$ cat config.mk
export PLATFORM = sky130hd
export DESIGN_NAME = ps2_keycode_rx
export DESIGN_NICKNAME = d
export VERILOG_FILES = /design/src/rtl/ps2_keycode_rx_pkg.sv /design/src/rtl/ps2_frame_shifter.sv /design/src/rtl/ps2_keycode_rx.sv
export SDC_FILE = /design/constraint.sdc
export NUM_CORES = 1
export LEC_CHECK = 0
export ABC_AREA = 1
export CAP_MARGIN = 25
export CORE_UTILIZATION = 61
export DETAILED_ROUTE_END_ITERATION = 10
export PLACE_DENSITY = 0.8
export SYNTH_ARGS = -nofsm -noshare
export SYNTH_HDL_FRONTEND = slang
export SYNTH_HIERARCHICAL = 1
export SYNTH_SLANG_ARGS = --single-unit
export TNS_END_PERCENT = 30
$ cat constraint.sdc
create_clock -name clk -period 2.5 [get_ports clk]
set_input_delay 0.75 -clock clk [delete_from_list [all_inputs] [get_ports clk]]
set_output_delay 0.75 -clock clk [all_outputs]
set_load 0.05 [all_outputs]
$ cat src/rtl/ps2_keycode_rx_pkg.sv
// Shared definitions for the PS/2 keycode receiver: frame FSM states,
// set-2 prefix codes, output flag positions and the hex-key lookup.
package ps2_keycode_rx_pkg;

  typedef enum logic [2:0] {
    IDLE   = 3'd0,
    DATA   = 3'd1,
    PARITY = 3'd2,
    STOP   = 3'd3,
    CHECK  = 3'd4
  } frame_state_t;

  localparam logic [7:0] SC_EXT   = 8'hE0;
  localparam logic [7:0] SC_BREAK = 8'hF0;
  localparam logic [7:0] SC_ENTER = 8'h5A;

  localparam int FLAG_DIGIT = 0;
  localparam int FLAG_ENTER = 1;

  // Returns {hit, value}: hit=1 when the set-2 make code is a hex-digit key.
  function automatic logic [4:0] hex_of_code(input logic [7:0] code);
    logic [4:0] res;
    res = 5'b0_0000;
    case (code)
      8'h45: res = 5'b1_0000;
      8'h16: res = 5'b1_0001;
      8'h1E: res = 5'b1_0010;
      8'h26: res = 5'b1_0011;
      8'h25: res = 5'b1_0100;
      8'h2E: res = 5'b1_0101;
      8'h36: res = 5'b1_0110;
      8'h3D: res = 5'b1_0111;
      8'h3E: res = 5'b1_1000;
      8'h46: res = 5'b1_1001;
      8'h1C: res = 5'b1_1010;
      8'h32: res = 5'b1_1011;
      8'h21: res = 5'b1_1100;
      8'h23: res = 5'b1_1101;
      8'h24: res = 5'b1_1110;
      8'h2B: res = 5'b1_1111;
      default: res = 5'b0_0000;
    endcase
    return res;
  endfunction

endpackage

$ cat src/rtl/ps2_frame_shifter.sv
// PS/2 device-to-host frame receiver: input synchronizers, falling-edge
// detect, 11-bit frame FSM with odd-parity/stop check and an inactivity
// timeout. byte_valid is high during the CHECK cycle of a good frame.
// Optional macro PS2_FRAME_ERR_EN adds the frame_err pulse output.
import ps2_keycode_rx_pkg::*;

module ps2_frame_shifter #(
  parameter int SYNC_STAGES    = 2,
  parameter int TIMEOUT_CYCLES = 100000,
  parameter int TO_W           = 17
) (
  input  logic       clk,
  input  logic       reset,
  input  logic       PS2_clk,
  input  logic       PS2_dat,
  output logic       byte_valid,
`ifdef PS2_FRAME_ERR_EN
  output logic       frame_err,
`endif
  output logic [7:0] data_byte
);

  localparam logic [TO_W-1:0] TO_LAST = TO_W'(TIMEOUT_CYCLES - 1);

  logic [SYNC_STAGES-1:0] clk_sync_reg;
  logic [SYNC_STAGES-1:0] dat_sync_reg;
  logic                   clk_prev_reg;
  logic                   clk_s;
  logic                   dat_s;
  logic                   falling;
  logic                   busy;
  logic                   timeout_hit;
  logic                   frame_good;

  frame_state_t    state_reg;
  logic [2:0]      bit_cnt_reg;
  logic [7:0]      shift_reg;
  logic            parity_reg;
  logic            stop_reg;
  logic [TO_W-1:0] to_cnt_reg;

  assign clk_s       = clk_sync_reg[SYNC_STAGES-1];
  assign dat_s       = dat_sync_reg[SYNC_STAGES-1];
  assign falling     = clk_prev_reg & ~clk_s;
  assign busy        = (state_reg == DATA) || (state_reg == PARITY) || (state_reg == STOP);
  assign timeout_hit = busy && !falling && (to_cnt_reg == TO_LAST);
  // Odd parity: the eight data bits plus the parity bit hold an odd count of ones.
  assign frame_good  = stop_reg && (^{shift_reg, parity_reg});
  assign byte_valid  = (state_reg == CHECK) && frame_good;
  assign data_byte   = shift_reg;

`ifdef PS2_FRAME_ERR_EN
  assign frame_err = ((state_reg == CHECK) && !frame_good) || timeout_hit;
`endif

  // Synchronize both pins (idle-high reset) and remember the previous clock level.
  always_ff @(posedge clk or posedge reset) begin
    if (reset) begin
      clk_sync_reg <= '1;
      dat_sync_reg <= '1;
      clk_prev_reg <= 1'b1;
    end else begin
      clk_sync_reg <= {clk_sync_reg[SYNC_STAGES-2:0], PS2_clk};
      dat_sync_reg <= {dat_sync_reg[SYNC_STAGES-2:0], PS2_dat};
      clk_prev_reg <= clk_s;
    end
  end

  // Frame FSM with the inactivity counter; a timeout overrides the bit step.
  always_ff @(posedge clk or posedge reset) begin
    if (reset) begin
      state_reg   <= IDLE;
      bit_cnt_reg <= '0;
      shift_reg   <= '0;
      parity_reg  <= 1'b0;
      stop_reg    <= 1'b0;
      to_cnt_reg  <= '0;
    end else begin
      if (!busy || falling) begin
        to_cnt_reg <= '0;
      end else begin
        to_cnt_reg <= to_cnt_reg + 1'b1;
      end

      if (timeout_hit) begin
        state_reg  <= IDLE;
        to_cnt_reg <= '0;
      end else begin
        case (state_reg)
          IDLE: begin
            if (falling && !dat_s) begin
              state_reg   <= DATA;
              bit_cnt_reg <= '0;
            end
          end
          DATA: begin
            if (falling) begin
              shift_reg   <= {dat_s, shift_reg[7:1]};
              bit_cnt_reg <= bit_cnt_reg + 1'b1;
              if (bit_cnt_reg == 3'd7) begin
                state_reg <= PARITY;
              end
            end
          end
          PARITY: begin
            if (falling) begin
              parity_reg <= dat_s;
              state_reg  <= STOP;
            end
          end
          STOP: begin
            if (falling) begin
              stop_reg  <= dat_s;
              state_reg <= CHECK;
            end
          end
          CHECK: begin
            state_reg <= IDLE;
          end
          default: begin
            state_reg <= IDLE;
          end
        endcase
      end
    end
  end

endmodule

$ cat src/rtl/ps2_keycode_rx.sv
// PS/2 keyboard front end: receives set-2 scan codes, tracks the E0/F0
// prefixes and turns hex-digit and Enter make codes into a one-cycle
// R_O strobe with a 4-bit value and digit/Enter flags.
// Optional macro PS2_FRAME_ERR_EN adds frame_err and a saturating err_cnt.
import ps2_keycode_rx_pkg::*;

module ps2_keycode_rx #(
  parameter int SYNC_STAGES    = 2,
  parameter int TIMEOUT_CYCLES = 100000,
  parameter int TO_W           = 17
) (
  input  logic       clk,
  input  logic       reset,
  input  logic       PS2_clk,
  input  logic       PS2_dat,
`ifdef PS2_FRAME_ERR_EN
  output logic       frame_err,
  output logic [7:0] err_cnt,
`endif
  output logic       R_O,
  output logic [3:0] out,
  output logic [1:0] flags
);

  logic       byte_valid;
  logic [7:0] data_byte;
  logic [4:0] hex_hit;
  logic       ext_reg;
  logic       brk_reg;

`ifdef PS2_FRAME_ERR_EN
  logic shifter_err;
`endif

  ps2_frame_shifter #(
    .SYNC_STAGES    (SYNC_STAGES),
    .TIMEOUT_CYCLES (TIMEOUT_CYCLES),
    .TO_W           (TO_W)
  ) u_shifter (
    .clk        (clk),
    .reset      (reset),
    .PS2_clk    (PS2_clk),
    .PS2_dat    (PS2_dat),
    .byte_valid (byte_valid),
`ifdef PS2_FRAME_ERR_EN
    .frame_err  (shifter_err),
`endif
    .data_byte  (data_byte)
  );

  assign hex_hit = hex_of_code(data_byte);

  // Prefix tracking and make-code mapping; R_O is a single-cycle strobe.
  always_ff @(posedge clk or posedge reset) begin
    if (reset) begin
      R_O     <= 1'b0;
      out     <= '0;
      flags   <= '0;
      ext_reg <= 1'b0;
      brk_reg <= 1'b0;
    end else begin
      R_O <= 1'b0;
      if (byte_valid) begin
        if (data_byte == SC_EXT) begin
          ext_reg <= 1'b1;
        end else if (data_byte == SC_BREAK) begin
          brk_reg <= 1'b1;
        end else if (brk_reg) begin
          // Release code of a key: swallow it and drop both prefixes.
          brk_reg <= 1'b0;
          ext_reg <= 1'b0;
        end else begin
          ext_reg <= 1'b0;
          if (data_byte == SC_ENTER) begin
            R_O               <= 1'b1;
            out               <= 4'h0;
            flags             <= '0;
            flags[FLAG_ENTER] <= 1'b1;
          end else if (hex_hit[4] && !ext_reg) begin
            R_O               <= 1'b1;
            out               <= hex_hit[3:0];
            flags             <= '0;
            flags[FLAG_DIGIT] <= 1'b1;
          end
        end
      end
    end
  end

`ifdef PS2_FRAME_ERR_EN
  // Register the error pulse and keep a saturating error count.
  always_ff @(posedge clk or posedge reset) begin
    if (reset) begin
      frame_err <= 1'b0;
      err_cnt   <= '0;
    end else begin
      frame_err <= shifter_err;
      if (shifter_err && (err_cnt != 8'hFF)) begin
        err_cnt <= err_cnt + 1'b1;
      end
    end
  end
`endif

endmodule

[Word level (Yosys, flattened, before mapping)]
Index checks and enable logic that the tools add are counted.
Cells by class
  bitwise gates (word level): 6
  eq/ne operators: 33
  reductions and logical operators: 25
  mux-type cells: 26
  add/sub/neg operators: 2
Operators with widths (count)
  $eq A8 B6 Y1 const B: 11
  $pmux W5 S16: 1
  $mux W17: 2
  $eq A8 B5 Y1 const B: 3
  $eq A8 B7 Y1 const B: 3
  $mux W3: 8
  $add A17 B1 Y17 const B: 1
  $eq A17 B17 Y1 const B: 1
  $eq A8 B8 Y1 const B: 2
  $ne A3 B1 Y1 const B: 4
  $pmux W3 S4: 1
  $reduce_and A5 Y1: 2
  $mux W1: 9
  $reduce_and A3 Y1: 3
  $reduce_xor A9 Y1: 1
  $mux W4: 2
  $eq A3 B2 Y1 const B: 2
  $eq A3 B3 Y1 const B: 2
  $logic_and A1 B1 Y1: 6
  $pmux W3 S2: 1
  $not A1 Y1: 5
  $logic_not A1 Y1: 4
  $mux W2: 2
  $ne A2 B1 Y1 const B: 2
  10 further kinds: 14
Word-level totals
  output and inout port bits: 7
  bits of input ports: 4
  register bits: 47

[Logic depth before layout (Yosys ltp)]
  depth in word-level cells: 9
  mapped depth: 15

[Modules after synthesis]
Netlist, hierarchy kept.
By module, submodules not included
  ps2_frame_shifter: times used 1, area an instance 2077.0 um^2, cells each 263, seq. area each 957.2 um^2
  ps2_keycode_rx: times used 1, area an instance 787.0 um^2, cells each 125, seq. area each 225.2 um^2

[Worst setup path before layout]
No wires, ideal clock.
  path type: flip-flop to flip-flop
  start point: register u_shifter.shift_reg[0] (netlist: u_shifter/data_byte[0])
  end point: register flags[0]
  arrival time: 1.690 ns
  period minus slack after synthesis: 1.809 ns
  cell stages (with the launch flop): 15
  setup slack: 0.691 ns
  path through: dfrtp_1 -> nor2_1 -> inv_1 -> nand2_1 -> nand2_1 -> nand2_1 -> nand3_1 -> a21oi_1 -> inv_1 -> a21oi_2 -> nand2_1 -> nor2_4 -> nand2_8 -> nand2_1 -> nand2_1
Between the ends
  elaborated cells between the ends (all ways): 29
RTL lines
  start, declared: line ps2_frame_shifter.sv:37  | logic [7:0] shift_reg;
  start signal, assigned: line ps2_frame_shifter.sv:98  | shift_reg <= {dat_s, shift_reg[7:1]};
  $reduce_xor A9 Y1: line ps2_frame_shifter.sv:48  | assign frame_good = stop_reg && (^{shift_reg, parity_reg});
  $logic_and A1 B1 Y1: line ps2_frame_shifter.sv:48
  $logic_and A1 B1 Y1: line ps2_frame_shifter.sv:49  | assign byte_valid = (state_reg == CHECK) && frame_good;
  net byte_valid: line ps2_keycode_rx.sv:25  | logic byte_valid;
  $reduce_and A5 Y1 (no source line)
  end signal, assigned: line ps2_keycode_rx.sv:58  | flags <= '0;
  end signal, assigned: line ps2_keycode_rx.sv:77  | flags <= '0;
  end signal, assigned by index: line ps2_keycode_rx.sv:78  | flags[FLAG_ENTER] <= 1'b1;
  end, declared: line ps2_keycode_rx.sv:22  | output logic [1:0] flags
The timed path passes the listed nets, and every way through them passes these cells.
A chain may end at the register's enable or synchronous reset.

[Worst setup path after layout]
  start point: register out[1]
  end point: output out[1]
RTL lines
  start, declared: line ps2_keycode_rx.sv:21  | output logic [3:0] out,
  start signal, assigned: line ps2_keycode_rx.sv:81  | out <= hex_hit[3:0];
No word-level cell between the ends.

==> flow_metrics.tcl <==
set metrics [dict create \
    clkLatencyLatePin_ns 0.30 \
    tightest_slew_ns 0.496 \
    start_util_pct 64.4 \
    areaGrowthSynthToFinish_pct 8.56 \
    ff2ff_setup_slack_ns 0.45 \
    core-area_um2 4440 \
    fill_cells 375 \
    skew_ns 0.00660 \
    finalCritPeriodShare_pct 89.2 \
    power_per_cell_area_nw_per_um2 742 \
    drt-initial-drc-count 154 \
    gp_congestion 0.872 \
    worstHoldEndpoint "u_shifter/dat_sync_reg[1]$_DFF_PP1_" \
    seq_area_frac_synth_pct 41.3 \
    synth_seq_cells 47 \
    synth_area_um2 2860 \
    drc 7 \
    ys_top_cells_by_area "dfrtp_1, nand2_1, inv_1" \
    slew_headroom_pct 66.8 \
    hp-start "u_shifter/dat_sync_reg[0]$_DFF_PP1_" \
    drt_wl_total_mm 5.44 \
    tritoncts "built" \
    rows 24 \
    synth_cell_type_count 36 \
    nets 410 \
    via_per_inst 5.23 \
    hold_buffers 0 \
    yosys.area.top_type "dfrtp_1" \
    setup_viol 0 \
    die_height_um 70.5 \
    p_leak_nw 1.55 \
    clock_path_buffers 2 \
    postPlaceCellArea_um2 3020 \
    die_area_um2 4970 \
    regArea_um2 1180 \
    timing.rr.start "u_shifter/data_byte[5]$_DFFE_PP0P_" \
    grt_max_degree 39 \
    maxCapViolations 0 \
    drv_slew 0 \
    drt.antenna.violating_nets 0 \
    period_minus_slack_ns 2.23 \
    fmaxAchievable_ghz 0.449 \
    crit_slowest_cell "clkdlybuf4s50_1" \
    grt_usage_pct 24.6 \
    root_buffer "clkbuf_8" \
    tns_ns 0 \
    top_level_ports 11 \
    status "finished, violations left" \
    crit_chain "clkdlybuf4s50_1" \
    h-tree-depth 2 \
    power_mw 2.31 \
    fin_area_um2 3110 \
    synth.avg_cell_area_um2 7.38 \
    synth_async_sr_flop_share_pct 100 \
    grt_pass1_vias 2260 \
    postCtsSetupBuffers 0 \
    violations "design-rule violations" \
    cp_num_buf_inv 1 \
    grt_overflow_total 0 \
    reg2reg_to "out[1]$_DFFE_PP0P_" \
    cp-start-kind "flip-flop" \
    rsz0062_at_grt "false" \
    yosysWarningCount 6 \
    hold_class "reg -> reg" \
    antennaDiodeCount 0 \
    synth_edf_count 0 \
    worstRegToRegCells 15 \
    place_hpwl_mm 4.22 \
    synth_cells 388 \
    cpLargestDelayFamily "buffers and inverters" \
    cts.reportedPaths.clkPinSlew_ns 0.09 \
    worst_ep_arrival_time_ns 1.48 \
    clock-sinks 47 \
    vias 2383 \
    layout-drive-gt1-share_pct 15.1 \
    antenna_found_initial 0 \
    place_ws_ns 0.469 \
    vdd_drop_max_v 0.000689 \
    synth_top_area_share_pct 36.7 \
    hold_violations 0 \
    worstSetupPathType "reg -> out" \
    firstDrtPassIters 7 \
    dieWidth_um 70.5 \
    holdPathStages 0 \
    routedWlPerCell_um 11.9 \
    multiInputGateArea_um2 1420 \
    synth_fp_nets 395 \
    cpPeakStageDelay_ns 0.81 \
    post_cts_resized 0 \
    endpoint_kind "primary output" \
    grt_pass1_wl_mm 9.65 \
    required_ns 1.75 \
    crit_fanout 2 \
    synth_flop_cell "dfrtp_1" \
    largest_reg_flops 17 \
    worst_slack_ns 0.271 \
    numCtsBuffers 5 \
    portBuffers 10 \
]
## synth_stat cells, types with 2 or more instances
cell type,number
dfstp_2,5
nor3_1,2
o211ai_1,2
nor2_2,10
xor2_1,5
xnor2_1,2
nand3_1,30
inv_1,58
nor2_4,5
dfrtp_1,42
nand2_8,2
nand4_1,11
nand2_1,99
o21ai_0,11
nand3_2,3
nand2_2,11
a21oi_1,5
o21ai_1,5
nand2_4,2
inv_2,4
ha_1,3
nor3_2,3
nor2_1,55
## final cells by class
class / count / share of cell area (%)
timing repair buffer: 12 / 3.70
multi-input combinational: 275 / 45.7
clock inverter: 3 / 0.765
inverter: 62 / 7.48
clock buffer: 5 / 2.21
sequential: 47 / 38.0
tap: 52 / 2.09
## layer usage
metal	vias to the layer above	track usage, %	share of wire (%)
met1	1106	31.1	45
met3	2	5.92	3.8
met5	-	0	0
li1	1233	-	-
met2	42	42.3	51
met4	0	6.80	0.50
## power breakdown
part | internal [mW] | total [mW] | switching (mW)
combinational | 0.265 | 0.799 | 0.534
clock | 0.200 | 0.457 | 0.257
sequential | 0.886 | 1.05 | 0.167
total | 1.35 | 2.31 | 0.958
## logic make-up (layout without fill, tap and decap cells)
kind of cell	count (synthesis)	in the layout	synth area share [%]
buffers and inverters	66	82	9.09
AND/OR/NAND/NOR	239	239	40.8
adder cells (fa/ha/maj)	3	3	1.31
flip-flops	47	47	41.3
XOR/XNOR	7	7	2.14
AO/OA/AOI/OAI	26	26	5.33
## worst max-delay path by stage
| stage | from | endpoint | slack, ns | depth (start not counted) |
|---|---|---|---|---|
| final | out[1]$_DFFE_PP0P_ | out[1] | 0.27 | 1 |
| after global routing | u_shifter/data_byte[0]$_DFFE_PP0P_ | out[2]$_DFFE_PP0P_ | 0.17 | 14 |
| after CTS | out[1]$_DFFE_PP0P_ | out[1] | 0.26 | 1 |
| after detailed placement | u_shifter/data_byte[0]$_DFFE_PP0P_ | out[1]$_DFFE_PP0P_ | 0.47 | 14 |
| after global placement | u_shifter/data_byte[0]$_DFFE_PP0P_ | flags[0]$_DFFE_PP0P_ | 0.57 | 14 |
| after floorplan | u_shifter/data_byte[0]$_DFFE_PP0P_ | flags[0]$_DFFE_PP0P_ | 0.69 | 14 |
## cell usage in the layout (no fill, tap or decap)
cell and instances:
a211oi_2 1, a21oi_1 5, a21oi_2 1, and2_1 1
buf_4 2, clkbuf_8 5, clkdlybuf4s50_1 10, clkinvlp_4 2
dfrtp_1 42, dfstp_2 5, ha_1 3, inv_1 58
inv_2 4, inv_6 1, nand2_1 99, nand2_2 11
nand2_4 2, nand2_8 2, nand3_1 30, nand3_2 3
nand3b_1 1, nand4_1 11, nor2_1 55, nor2_2 10
nor2_4 5, nor3_1 2, nor3_2 3, nor3b_1 1
nor3b_2 1, nor4_2 1, o211ai_1 2, o21ai_0 11
o21ai_1 5, o21bai_2 1, or2_2 1, xnor2_1 2
xor2_1 5
## metrics by stage
stage                     cells  hold slack, ns  utilization (%)
after floorplan             388           0.345                -
after global placement      448           0.346             67.9
after detailed placement    448           0.347             67.9
after CTS                   456           0.360             70.0
after global routing        456           0.355             70.0
final                       456           0.358             70.0
Power figures use the tool's default switching activity.
